===== config.mk =====
export PLATFORM = sky130hd
export DESIGN_NAME = sram_frame_reader
export DESIGN_NICKNAME = d
export VERILOG_FILES = /design/src/rtl/sram_frame_reader_pkg.sv /design/src/rtl/sram_read_fifo.sv /design/src/rtl/sram_frame_reader.sv
export SDC_FILE = /design/constraint.sdc
export NUM_CORES = 1
export LEC_CHECK = 0
export ABC_AREA = 1
export BUFFER_PORTS_ARGS = -buffer_cell sky130_fd_sc_hd__buf_2
export CORE_ASPECT_RATIO = 1.2
export CORE_MARGIN = 4
export CORE_UTILIZATION = 50
export CTS_BUF_LIST = sky130_fd_sc_hd__clkbuf_16
export DETAILED_ROUTE_END_ITERATION = 8
export PLACE_DENSITY = 0.69
export SKIP_CTS_REPAIR_TIMING = 1
export SLEW_MARGIN = 30
export SYNTH_ARGS = -nofsm -noshare
export SYNTH_HDL_FRONTEND = slang
export SYNTH_SLANG_ARGS = --single-unit

===== constraint.sdc =====
create_clock -name clk -period 8.2 [get_ports clk]
set_clock_uncertainty 0.05 [all_clocks]
set_input_delay 0.82 -clock clk [delete_from_list [all_inputs] [get_ports clk]]
set_output_delay 0.82 -clock clk [all_outputs]
set_load 0.02 [all_outputs]

===== src/rtl/sram_frame_reader_pkg.sv =====
// Shared SRAM port types and frame reader state for the VGA read path.
// Optional build macro SRAM_READER_WRAP_EN selects continuous frame scanning.
package sram_frame_reader_pkg;

  localparam int SRAM_ADDRESS_WIDTH = 18;
  localparam int SRAM_DATA_WIDTH    = 16;

  typedef logic [SRAM_ADDRESS_WIDTH-1:0] SramAddress_t;
  typedef logic [SRAM_DATA_WIDTH-1:0]    SramData_t;

  typedef struct packed {
    SramAddress_t address;
    SramData_t    dout;
    logic         we_n;
    logic         oe_n;
    logic         den;
  } SramRequest_t;

  typedef struct packed {
    SramData_t din;
    logic      done;
  } SramResult_t;

  typedef enum logic [1:0] {
    IDLE,
    FETCH,
    DONE
  } SramReaderState_t;

endpackage


===== src/rtl/sram_read_fifo.sv =====
// Prefetch FIFO for the frame reader: single-cycle flush, unreset storage.
// Caller must never push while full.
module sram_read_fifo
  import sram_frame_reader_pkg::*;
#(
  parameter int DEPTH = 8,
  localparam int AW = $clog2(DEPTH),
  localparam int CW = AW + 1
) (
  input  logic          clk,
  input  logic          rst,
  input  logic          flush,
  input  logic          push,
  input  logic          pop,
  input  SramData_t     din,
  output SramData_t     head,
  output logic [CW-1:0] count
);

  SramData_t      mem [DEPTH];
  logic [AW-1:0]  wr_ptr;
  logic [AW-1:0]  rd_ptr;
  logic           do_pop;

  assign do_pop = pop && (count != '0);
  assign head   = mem[rd_ptr];

  always_ff @(posedge clk or posedge rst) begin
    if (rst) begin
      wr_ptr <= '0;
      rd_ptr <= '0;
      count  <= '0;
    end else if (flush) begin
      wr_ptr <= '0;
      rd_ptr <= '0;
      count  <= '0;
    end else begin
      if (push)
        wr_ptr <= wr_ptr + 1'b1;
      if (do_pop)
        rd_ptr <= rd_ptr + 1'b1;
      count <= count + CW'(push) - CW'(do_pop);
    end
  end

  always_ff @(posedge clk) begin
    if (push && !flush)
      mem[wr_ptr] <= din;
  end

endmodule


===== src/rtl/sram_frame_reader.sv =====
// VGA-slot SRAM read engine streaming one frame into a prefetch FIFO.
// Define SRAM_READER_WRAP_EN for continuous scanning instead of stopping.
module sram_frame_reader
  import sram_frame_reader_pkg::*;
#(
  parameter int           FIFO_DEPTH  = 8,
  parameter SramAddress_t BASE_ADDR   = '0,
  parameter int           FRAME_WORDS = 38400,
  localparam int CW  = $clog2(FIFO_DEPTH) + 1,
  localparam int WCW = $clog2(FRAME_WORDS + 1)
) (
  input  logic         clk,
  input  logic         rst,
  input  logic         frame_start,
  output SramRequest_t request,
  input  SramResult_t  result,
  input  logic         pop,
  output SramData_t    data,
  output logic         valid,
  output logic         underflow
);

  SramReaderState_t state;
  SramAddress_t     addr;
  logic [WCW-1:0]   wcount;
  logic [CW-1:0]    fcount;
  SramData_t        head;
  logic             issuing;
  logic             accept;
  logic             last;

  assign issuing = (state == FETCH) && (fcount < CW'(FIFO_DEPTH));
  assign accept  = issuing && result.done && !frame_start;
  assign last    = (wcount == WCW'(FRAME_WORDS - 1));
  assign valid   = (fcount != '0);
  assign data    = valid ? head : '0;

  // Request depends only on registered state, never on result.
  assign request.address = addr;
  assign request.dout    = '0;
  assign request.we_n    = 1'b1;
  assign request.oe_n    = !issuing;
  assign request.den     = 1'b0;

  sram_read_fifo #(
    .DEPTH (FIFO_DEPTH)
  ) u_fifo (
    .clk   (clk),
    .rst   (rst),
    .flush (frame_start),
    .push  (accept),
    .pop   (pop && !frame_start),
    .din   (result.din),
    .head  (head),
    .count (fcount)
  );

  always_ff @(posedge clk or posedge rst) begin
    if (rst) begin
      state     <= IDLE;
      addr      <= BASE_ADDR;
      wcount    <= '0;
      underflow <= 1'b0;
    end else if (frame_start) begin
      state     <= FETCH;
      addr      <= BASE_ADDR;
      wcount    <= '0;
      underflow <= 1'b0;
    end else begin
      if (pop && !valid)
        underflow <= 1'b1;
      if (accept) begin
        addr   <= addr + 1'b1;
        wcount <= wcount + 1'b1;
        if (last) begin
`ifdef SRAM_READER_WRAP_EN
          addr   <= BASE_ADDR;
          wcount <= '0;
`else
          state  <= DONE;
`endif
        end
      end
    end
  end

endmodule


Word-level counts from Yosys, hierarchy flattened:

Memory sizes are Yosys's and may differ from the RTL's.
Cells that the tools add are included.

* bits in read-only memories: 0
* bits in writable memories: 128
* output and inout port bits: 55
* memories: 1
* input port bits: 21
* latch bits: 0
* bits in registers: 47
* logic and storage cells: 50

Memories
* u_fifo.mem: words 8, bits a word 16, rd ports 1, clocked after Yosys merged registers in 0, wr ports 1, RTL line sram_read_fifo.sv:20 `SramData_t mem [DEPTH];`

* magnitude comparators: 1
* muxes and demuxes: 17
* equality and inequality tests: 2
* $add $sub $neg: 6
* bitwise logic cells: 0
* shift-type cells: 0
* $mul: 0
* divide/modulo/power cells: 0
* reductions and logical operators: 16

Operators by type and width (number)
* $mux 16: 3
* $mux 18: 2
* $add 18x1->18 const B: 1
* $add 16x1->16 const B: 1
* $eq 16x16->1 const B: 1
* $mux 3: 4
* $reduce_bool 2->1: 4
* $logic_and 1x1->1: 7
* $add 3x1->3 const B: 2
* $mux 2: 3
* $add 4x1->4: 1
* $lt 4x4->1 const B: 1
* $mux 1: 4
* $mux 4: 1
* $reduce_bool 4->1: 1
* $sub 4x1->4: 1
* $logic_not 1->1: 3
* $eq 2x1->1 const B: 1
* $reduce_and 2->1: 1

Depth between registers and ports, before layout:

* word-level depth: 7
* gate-level depth with buffers: 12
* gate-level depth less buffers: 12

Cells and area by module:

Synthesis repeated with hierarchy kept, for this count alone.

* cell total of the unflattened synthesis: 997
* area total of the unflattened synthesis: 8665.8 um^2

Modules (own cells, without submodules)
* sram_read_fifo: area an instance 6263.5 um^2, instances 1, cells each 638, sequential area each 4093.9 um^2
* sram_frame_reader: area an instance 2402.3 um^2, instances 1, cells each 359, sequential area each 925.9 um^2

Worst setup path after synthesis:

Ideal clock, no wire load.

* path kind: input-to-reg
* from: input port result[0] (netlist name)
* to: memory u_fifo.mem[0][0] (netlist name), enable pin
* stages on the path: 5
* buffers on the path: 1
* slack: 5.263 ns
* required time: 7.741 ns
* data arrival time: 2.478 ns
* setup time: 0.409 ns
* path through: nand4_4 -> buf_6 -> nor2_8 -> nand2_4 -> nor3_1

* word-level cells in the longest chain between the ends: 5

Ends and longest elaborated chain
* from (decl): RTL line sram_frame_reader.sv:16 `input SramResult_t result,`
* $logic_and 1x1->1 (2 in a row): RTL line sram_frame_reader.sv:33 `assign accept = issuing && result.done && !frame_start;`
* $logic_and 1x1->1: RTL line sram_read_fifo.sv:47 `if (push && !flush)`
* $mux 1: RTL line sram_read_fifo.sv:47
* $mux 1 (implied by the code): RTL line sram_read_fifo.sv:48 `mem[wr_ptr] <= din;`
* to (decl): RTL line sram_read_fifo.sv:20

Every way passes these cells.

Worst setup path in the final report:

* from: register u_fifo.rd_ptr[0]
* to: output port data[7]

* word-level cells in the longest chain between the ends: 2

Ends and longest elaborated chain
* from (decl): RTL line sram_read_fifo.sv:22 `logic [AW-1:0] rd_ptr;`
* from (signal assigned): RTL line sram_read_fifo.sv:41 `rd_ptr <= rd_ptr + 1'b1;`
* $mem_v2 8x16
* $mux 16: RTL line sram_frame_reader.sv:36 `assign data = valid ? head : '0;`
* to (decl): RTL line sram_frame_reader.sv:18 `output SramData_t data,`

Every way passes these cells.

==> summary.md <==
| Metric | Value |
|---|---|
| Row cnt | `50` |
| Lkg Pwr | `about 3.5 nW` |
| Vias in the first global route | `about 5200` |
| Max cap viols | `0` |
| CTS root buffer | `clkbuf_16` |
| Avg Inst Size Synth | `10.1 µm²` |
| Hold Violations, Final | `0` |
| GRT Resource Usage Total | `about a fifth` |
| Worst setup EP type | `primary output` |
| Layout cells sized above 1 | `between 10 and 15%` |
| FMAX | `approximately 290 MHz` |
| Largest net degree at the start of global routing | `67` |
| # fillers | `approximately 1300` |
| Die Span X | `around 120 µm` |
| # port buffers | `between 50 and 60` |
| Total CTS buffers | `17` |
| Router iterations before antenna repair | `5` |
| Grt total ovfl | `0` |
| Area Overhead vs Synth | `12.5%` |
| Post-Syn Instances | `about 780` |
| Most frequent cells in the layout | `nor2_1, edfxtp_1, o21ai_0, nand2_1, buf_2` |
| Hpwl dp | `a little under 10000 µm` |
| Sum Neg Setup Slack | `0 ns` |
| Worst-Skew Late Latency | `0.43 ns` |
| Die height | `approximately 150 µm` |
| Most common cell after layout, fill and taps aside | `nor2_1` |
| #FFs+latches synth | `175` |
| PwrDens | `275 nW/µm²` |
| Data arrival time of the worst path | `about 2.6 ns` |
| Antenna violations before repair | `0` |
| Post-DRT Antenna Nets | `0` |
| Critical path class | `register to primary output` |
| Final core utilization | `between 50% and 60%` |
| Post-Syn Area | `roughly 7900 µm²` |
| Worst EP required | `around 7.3 ns` |
| Final net count | `just under 900` |
| Crit path time final | `approximately 3.5 ns` |
| Outcome | `finished, final reports clean` |
| IO Pins | `76` |
| Core area | `around 16000 µm²` |
| Seq/Total Area, Yosys | `between 60% and 70%` |
| Slew Limit Fails | `0` |
| Tcrit/Tclk final | `42.1%` |
| Clk pin slew, worst setup/hold paths | `approximately 0.070 ns` |
| Vias | `around 5400` |
| Crit path launch type | `register` |
| Die footprint | `between 15000 and 20000 µm²` |
| Clk buf depth | `2` |
| Routed wire per std cell | `15.3 µm` |
| TritonCTS clock tree | `done` |
| Max_slew headroom | `40.9%` |
| Ant diodes | `0` |
| R2R cell count | `11` |
| First-pass GRT wire length | `between 20000 and 30000 µm` |
| Vias/cell | `around 5.2` |
| Actual slew at the worst max-slew pin | `approximately 0.9 ns` |
| Yosys warning count | `0` |
| Routability cong. | `about 0.80` |
| Hold WC Path Type | `input pin to asynchronous set/reset pin` |
| RSZ-0062 raised after global routing | `false` |
| Setup violators final | `0` |
| H-tree level count | `4` |
| Initial Util | `50.8%` |
| Final wirelength | `16200 µm` |
| VDD IR-drop max | `around 170 µV` |
| DRC viols | `0` |
| CP Max Fanout | `40` |
| DR iter-0 viols | `357` |
| Sink Count | `between 150 and 200` |
| Library cells used by synthesis | `33` |
cells by family after synthesis:
kind of cell             synth area share (%)
AND/OR/NAND/NOR                          18.8
flip-flops                               63.4
AO/OA/AOI/OAI                            9.56
buffers and inverters                    6.40
adder cells (fa/ha/maj)                  1.68
other                                  0.0949
XOR/XNOR                                0.111
registers in the layout (all words and copies together) (netlist names):
signal	count
addr	18
state	2
u_fifo.count	4
u_fifo.mem	128
u_fifo.rd_ptr	3
u_fifo.wr_ptr	3
underflow	1
wcount	16
where the power goes:
group	switching, mW	internal, mW	total (mW)
Sequential	0.0452	0.990	1.04
Combinational	0.440	0.195	0.635
Clock	0.328	0.446	0.774
Total	0.813	1.63	2.44
path summary, 6_finish.rpt:
check,end,from,slack (ns)
worst max-delay path,data[7],u_fifo.rd_ptr[0]$_DFFE_PP0P_,4.75
worst min-delay path,addr[2]$_DFFE_PP0P_,rst,0.43
worst max register to register,u_fifo.count[2]$_DFF_PP0_,u_fifo.count[3]$_DFF_PP0_,5.13
worst min register to register,wcount[6]$_DFFE_PP0P_,wcount[6]$_DFFE_PP0P_,0.45
max in group asynchronous,u_fifo.rd_ptr[1]$_DFFE_PP0P_,rst,7.23
min in group clk,wcount[6]$_DFFE_PP0P_,wcount[6]$_DFFE_PP0P_,0.45
per-layer routing:
metal,up-vias,GRT usage [%],part of all wire [%]
met2,130,31.4,51
met5,-,0,0
met1,2578,24.3,43
met4,0,5.71,1.3
met3,16,4.20,4.6
li1,2722,-,-
cell type report:
class                           instances  area (µm²)  area share [%]
Sequential cell                       175        5020            56.4
Multi-Input combinational cell        521        2500            28.0
Clock buffer                           17         425            4.78
Timing Repair Buffer                   65         345            3.88
Tap cell                              208         260            2.92
Inverter                               55         209            2.35
Clock inverter                         14         143            1.60
worst max-delay path, stage by stage (launching register included):
cell      delay (ns)
dfrtp_2         0.35
clkinv_1        0.56
buf_4           0.52
o21ai_0         0.23
o21ai_0         0.10
nor2_1          0.12
nor2_1          0.09
buf_2           0.17
cells in the mapped netlist (all sizes together):
cell type	count	area (µm²)
nor2	190	776
edfxtp	128	3840
xnor2	1	8.76
clkbuf	12	48.8
o21bai	1	7.51
nor3b	1	7.51
a22o	1	8.76
ha	9	113
inv	55	206
nand3	23	120
conb	2	7.51
a21oi	18	90.1
nor3	18	90.1
dfrtp	47	1180
or2	1	6.26
o21a	2	15.0
fa	1	20.0
buf	37	251
o21ai	127	636
nand4	16	115
nand2	94	370
per-stage QoR:
step / setup slack (ns) / total power, mW / hold WS [ns] / instance area, µm² / instances
global placement: 5.14 / 1.68 / 0.431 / 8320 / 1024
CTS: 4.69 / 2.47 / 0.436 / 8900 / 1055
floorplan: 5.26 / 1.52 / 0.405 / 7980 / 800
finish: 4.75 / 2.44 / 0.427 / 8900 / 1055
detailed placement: 5.12 / 1.70 / 0.431 / 8330 / 1024
global route: 4.47 / 2.58 / 0.460 / 8900 / 1055
Power figures use the tool's default switching activity.
